--- src/rtl/s3_inc8_arb.sv ---
`default_nettype none
// ============================================================================
// Module   : s3_inc8_arb
// Purpose  : Round-robin arbiter that shares a single s3_inc8 incrementer
//            among NREQ requesters. One operand is accepted at a time,
//            incremented (mod 256) and returned with its requester id.
// Revision : 1.0 - initial release
// ----------------------------------------------------------------------------
// Ports
//   clk        in   1        clock
//   rst        in   1        synchronous active-high reset
//   req_valid  in   NREQ     bit i: requester i offers an operand
//   req_data   in   8*NREQ   operand i on bits [8*i+7:8*i]
//   req_ready  out  NREQ     one-hot accept pulse (combinational)
//   rsp_valid  out  1        result available
//   rsp_data   out  8        (operand + 1) mod 256
//   rsp_id     out  IDW      requester index that issued the operand
//   rsp_carry  out  1        operand was 8'hFF (result wrapped)
//   rsp_ready  in   1        consumer accepts result
// Parameters
//   NREQ       number of requesters, 2..8
//   IDW        width of rsp_id, equal to clog2(NREQ)
// ============================================================================
module s3_inc8_arb #(
    parameter int NREQ = 4,
    parameter int IDW  = 2
) (
    input  logic                clk,
    input  logic                rst,
    input  logic [NREQ-1:0]     req_valid,
    input  logic [8*NREQ-1:0]   req_data,
    output logic [NREQ-1:0]     req_ready,
    output logic                rsp_valid,
    output logic [7:0]          rsp_data,
    output logic [IDW-1:0]      rsp_id,
    output logic                rsp_carry,
    input  logic                rsp_ready
);

    localparam logic [1:0] ST_IDLE = 2'd0;
    localparam logic [1:0] ST_EXEC = 2'd1;
    localparam logic [1:0] ST_RESP = 2'd2;

    // Last-grant pointer resets to the top index so requester 0 wins first.
    localparam logic [IDW-1:0] PTR_RST = IDW'(NREQ - 1);
    localparam logic [IDW:0]   NREQ_W  = (IDW + 1)'(NREQ);

    logic [1:0]     state_q, state_d;
    logic [7:0]     operand_q, operand_d;
    logic [IDW-1:0] id_q, id_d;
    logic [IDW-1:0] ptr_q, ptr_d;
    logic           rsp_valid_q, rsp_valid_d;
    logic [7:0]     rsp_data_q, rsp_data_d;
    logic [IDW-1:0] rsp_id_q, rsp_id_d;
    logic           rsp_carry_q, rsp_carry_d;

    logic           win_found;
    logic [IDW-1:0] win_id;
    logic [IDW:0]   cand;
    logic [7:0]     inc_x;

    // ------------------------------------------------------------------
    // Round-robin winner search: first valid requester starting at ptr+1,
    // wrapping modulo NREQ. cand is one bit wider than the pointer so the
    // sum ptr+k never overflows before the wrap correction.
    // ------------------------------------------------------------------
    always_comb begin
        win_found = 1'b0;
        win_id    = '0;
        cand      = '0;
        for (int k = 1; k <= NREQ; k++) begin
            cand = {1'b0, ptr_q} + (IDW + 1)'(k);
            if (cand >= NREQ_W) begin
                cand = cand - NREQ_W;
            end
            if (!win_found && req_valid[cand[IDW-1:0]]) begin
                win_found = 1'b1;
                win_id    = cand[IDW-1:0];
            end
        end
    end

    // ------------------------------------------------------------------
    // The single shared s3_inc8 incrementer; its only input is the
    // operand register, so it is time-multiplexed across requesters.
    // ------------------------------------------------------------------
    assign inc_x = operand_q + 8'd1;

    // ------------------------------------------------------------------
    // FSM: state register
    // ------------------------------------------------------------------
    always_ff @(posedge clk) begin
        if (rst) begin
            state_q <= ST_IDLE;
        end else begin
            state_q <= state_d;
        end
    end

    // ------------------------------------------------------------------
    // FSM: next-state logic
    // ------------------------------------------------------------------
    always_comb begin
        state_d = state_q;
        case (state_q)
            ST_IDLE: if (win_found) state_d = ST_EXEC;
            ST_EXEC: state_d = ST_RESP;
            ST_RESP: if (rsp_ready) state_d = ST_IDLE;
            default: state_d = ST_IDLE;
        endcase
    end

    // ------------------------------------------------------------------
    // FSM: outputs. req_ready is purely combinational and is held low
    // while reset is asserted so no operand is taken during reset.
    // ------------------------------------------------------------------
    always_comb begin
        req_ready = '0;
        if (!rst && (state_q == ST_IDLE) && win_found) begin
            req_ready[win_id] = 1'b1;
        end
    end

    // ------------------------------------------------------------------
    // Datapath next values
    // ------------------------------------------------------------------
    always_comb begin
        operand_d   = operand_q;
        id_d        = id_q;
        ptr_d       = ptr_q;
        rsp_valid_d = rsp_valid_q;
        rsp_data_d  = rsp_data_q;
        rsp_id_d    = rsp_id_q;
        rsp_carry_d = rsp_carry_q;
        case (state_q)
            ST_IDLE: begin
                if (win_found) begin
                    operand_d = req_data[{win_id, 3'b000} +: 8];
                    id_d      = win_id;
                    ptr_d     = win_id;
                end
            end
            ST_EXEC: begin
                rsp_data_d  = inc_x;
                rsp_id_d    = id_q;
                rsp_carry_d = (operand_q == 8'hFF);
                rsp_valid_d = 1'b1;
            end
            ST_RESP: begin
                // Only valid drops; data/id/carry keep their last value.
                if (rsp_ready) begin
                    rsp_valid_d = 1'b0;
                end
            end
            default: begin
                rsp_valid_d = 1'b0;
            end
        endcase
    end

    // ------------------------------------------------------------------
    // Datapath registers
    // ------------------------------------------------------------------
    always_ff @(posedge clk) begin
        if (rst) begin
            operand_q   <= 8'h00;
            id_q        <= '0;
            ptr_q       <= PTR_RST;
            rsp_valid_q <= 1'b0;
            rsp_data_q  <= 8'h00;
            rsp_id_q    <= '0;
            rsp_carry_q <= 1'b0;
        end else begin
            operand_q   <= operand_d;
            id_q        <= id_d;
            ptr_q       <= ptr_d;
            rsp_valid_q <= rsp_valid_d;
            rsp_data_q  <= rsp_data_d;
            rsp_id_q    <= rsp_id_d;
            rsp_carry_q <= rsp_carry_d;
        end
    end

    assign rsp_valid = rsp_valid_q;
    assign rsp_data  = rsp_data_q;
    assign rsp_id    = rsp_id_q;
    assign rsp_carry = rsp_carry_q;

endmodule
`default_nettype wire
--- config.mk ---
export PLATFORM = sky130hd
export DESIGN_NAME = s3_inc8_arb
export DESIGN_NICKNAME = d
export VERILOG_FILES = /design/src/rtl/s3_inc8_arb.sv
export SDC_FILE = /design/constraint.sdc
export NUM_CORES = 1
export LEC_CHECK = 0
export BUFFER_PORTS_ARGS = -buffer_cell sky130_fd_sc_hd__buf_2
export CORE_ASPECT_RATIO = 0.75
export CORE_UTILIZATION = 25
export CTS_CLUSTER_DIAMETER = 60
export DETAILED_ROUTE_END_ITERATION = 6
export SYNTH_ARGS = -nofsm -noshare
export SYNTH_HDL_FRONTEND = slang
export SYNTH_SLANG_ARGS = --single-unit
--- constraint.sdc ---
create_clock -name clk -period 3.9 [get_ports clk]
set_input_delay 0.195 -clock clk [delete_from_list [all_inputs] [get_ports clk]]
set_output_delay 0.195 -clock clk [all_outputs]
set_load 0.005 [all_outputs]
==> run metrics <==
count of pins over their slew limit 0; Starting Density 26.9%; Fin Setup TNS 0 ns; vias per inst 4.80; met3 Usage GRT 3.95%; Placeable Area 5530 µm²; GRT Overall Usage 12.2%; Remaining Overflow, GRT 0; most used flip-flop cell after synthesis dfxtp_1; DR WL/cell 12.8 µm; clock transition at the registers of the reported paths 0.08 ns; largest net degree at the start of global routing 27; Die Width 91.0 µm; hold-fix buffers at CTS 0; die height 68.7 µm; Fin. Hold Viols 0; CTS buffer count 3; CP max-delay cell and3_4; Slew headroom 34.8%; slowest stage delay, CP 0.44 ns; initial antenna violation count 0; die area 6250 µm²; Yosys top cell area share 35.1%; dominant cell type by area after synthesis dfxtp_1; CP required 3.70 ns; hpwl dp 2.87 mm; Clock Skews 0.00296 ns; WL final 3.68 mm; CTS tree done; final core occ 32.9%; top-count cell post-synth dfxtp_1; Arr. time, crit path 1.90 ns; family with the most delay on the worst path simple AND/OR/NAND/NOR gates; EDFF count, synth 0; met1 Use GR 15.3%; outcome completed; pwr dens 385 nW/µm²; worst path bufs/invs 1; global-route wire length before repair 5.98 mm; 1st-iter DRT viols 58; number of nets in the layout 254; Hold WC Path Type in -> reg; vias in the first global route 1278; Post-synth top cells dfxtp_1 (26), nor2_1 (18), a211oi_1 (14); Area Growth Syn to Fin 22.6%; ys async rst share 0%; crit-path cells nand2b_1 > a21o_1 > and3_4 > and3_2 > buf_2; Placed Area 1780 µm²; share of layout cells above drive strength 1 35.4%; Core Rows 23; post-synthesis cell count 163; root buffer cell clkbuf_8; met2 Use GR 20.5%; Antenna Nets Post-Route 0; Syn Area/Cell 9.10 µm²; clock latency on the worst-skew pair 0.26 ns; Port Buffers 54; critical path endpoint category output port; worst IR drop on VDD 0.122 mV; antenna diode count 0; Setup Buffers After CTS 0; Unique masters post-synth 40; FMAX 477 MHz; sequential fraction of the synthesis area 35.1%; DRC 0; Leakage 0.801 nW; H-tree levels 1; synthesized area 1480 µm²; worst-margin pin slew 0.975 ns; Max Cap Violations 0; I/O pin cnt 55; Pre-antenna DRT Iters 4; Final Instance Area 1820 µm²; Yosys warnings 0; gpl congestion 0.714; Final Critical Period 2.09 ns; Period Utilization, post-route 53.7%; CTS resizes 0; Setup-failing EPs final 0; Clock Path Buffers 2; Synth area leaders dfxtp_1 (35%), a211oi_1 (7.1%), a211oi_2 (6.7%), mux2i_1 (5.4%), nor2_1 (4.6%); unrepaired setup endpoints after global routing no; Via Count 1377; critical path startpoint category flop; synthesis-stage register bit count 26; CTS sink cnt 26; worst-path fanout max 18; syn nets 203; crit path kind reg -> out; most used routing layer met2
## report_power, final
group	leakage, nW	total, mW	switching [mW]	internal (mW)
combinational	0.565	0.221	0.122	0.0987
sequential	0.215	0.336	0.0351	0.301
clock	0.0216	0.144	0.0746	0.0691
total	0.801	0.701	0.232	0.469
## final timing paths
kind                            slack [ns]  cells after the start  startpoint      endpoint
worst max-delay path                  1.81                      5    ptr_q[0]  req_ready[0]
worst min-delay path                  0.25                      4   rsp_ready     rsp_valid
worst max register to register        2.08                      5    ptr_q[0]  operand_q[3]
worst min register to register        0.46                      2     id_q[0]     rsp_id[0]
## worst register-to-register path, stage by stage (launching register included)
cell and delay [ns]:
dfxtp_1 0.42, nand2b_1 0.14, a21o_1 0.30, and3_4 0.45, mux2i_1 0.29, a211oi_1 0.10
## metrics by stage
step / setup slack [ns] / total power [mW] / std cells / hold slack [ns]
after floorplan: 2.33 / 0.508 / 163 / 0.417
after global placement: 2.09 / 0.564 / 284 / 0.445
after detailed placement: 2.09 / 0.565 / 284 / 0.452
after CTS: 1.80 / 0.713 / 287 / 0.241
after global routing: 1.69 / 0.752 / 287 / 0.266
final: 1.81 / 0.701 / 287 / 0.252
## cell families after synthesis
family	after synthesis	share of synthesized area [%]
adders and majority gates	1	0.843
buffers and inverters	16	6.75
muxes	8	5.40
xor gates and xnor gates	6	3.54
AOI/OAI and AO/OA	54	29.3
and+or+nand+nor	52	19.1
DFF	26	35.1
## cell usage in the layout (no fill, tap or decap), drive strengths merged
cell type,instances
o21ai,3
nand2,8
dfxtp,26
nor2,19
nor4,1
a221o,1
nor2b,4
mux2i,8
or3b,1
a22oi,1
nor3,2
a21oi,7
nand2b,4
a31oi,8
ha,1
xnor2,1
and3,6
o221ai,1
o221a,1
xor2,5
a21o,1
nand4,1
nand3,5
buf,54
and4,1
a211oi,22
o21bai,8
inv,8
a211o,1
clkbuf,3
## sequential cells by signal (all words and copies together) (netlist names)
signal and count:
rsp_data 8, operand_q 8, id_q 2, rsp_id 2
state_q 2, ptr_q 2, rsp_valid 1, rsp_carry 1
## cell type report
| type | instances | area (µm²) |
|---|---|---|
| clock buffer | 3 | 41.3 |
| fill | 618 | 3710 |
| inverter | 8 | 30.0 |
| multi-input combinational | 121 | 863 |
| sequential | 26 | 520 |
| tap | 75 | 93.8 |
| timing repair buffer | 54 | 270 |
## routing by layer
layer  vias up  share of wire [%]  routed length, µm
met5         -                  0                  0
met4         0               0.65                 24
met3         2                5.7                209
met2        36                 44               1610
met1       636                 50               1840
li1        703                  -                  -
(Power assumes the default switching activity.)
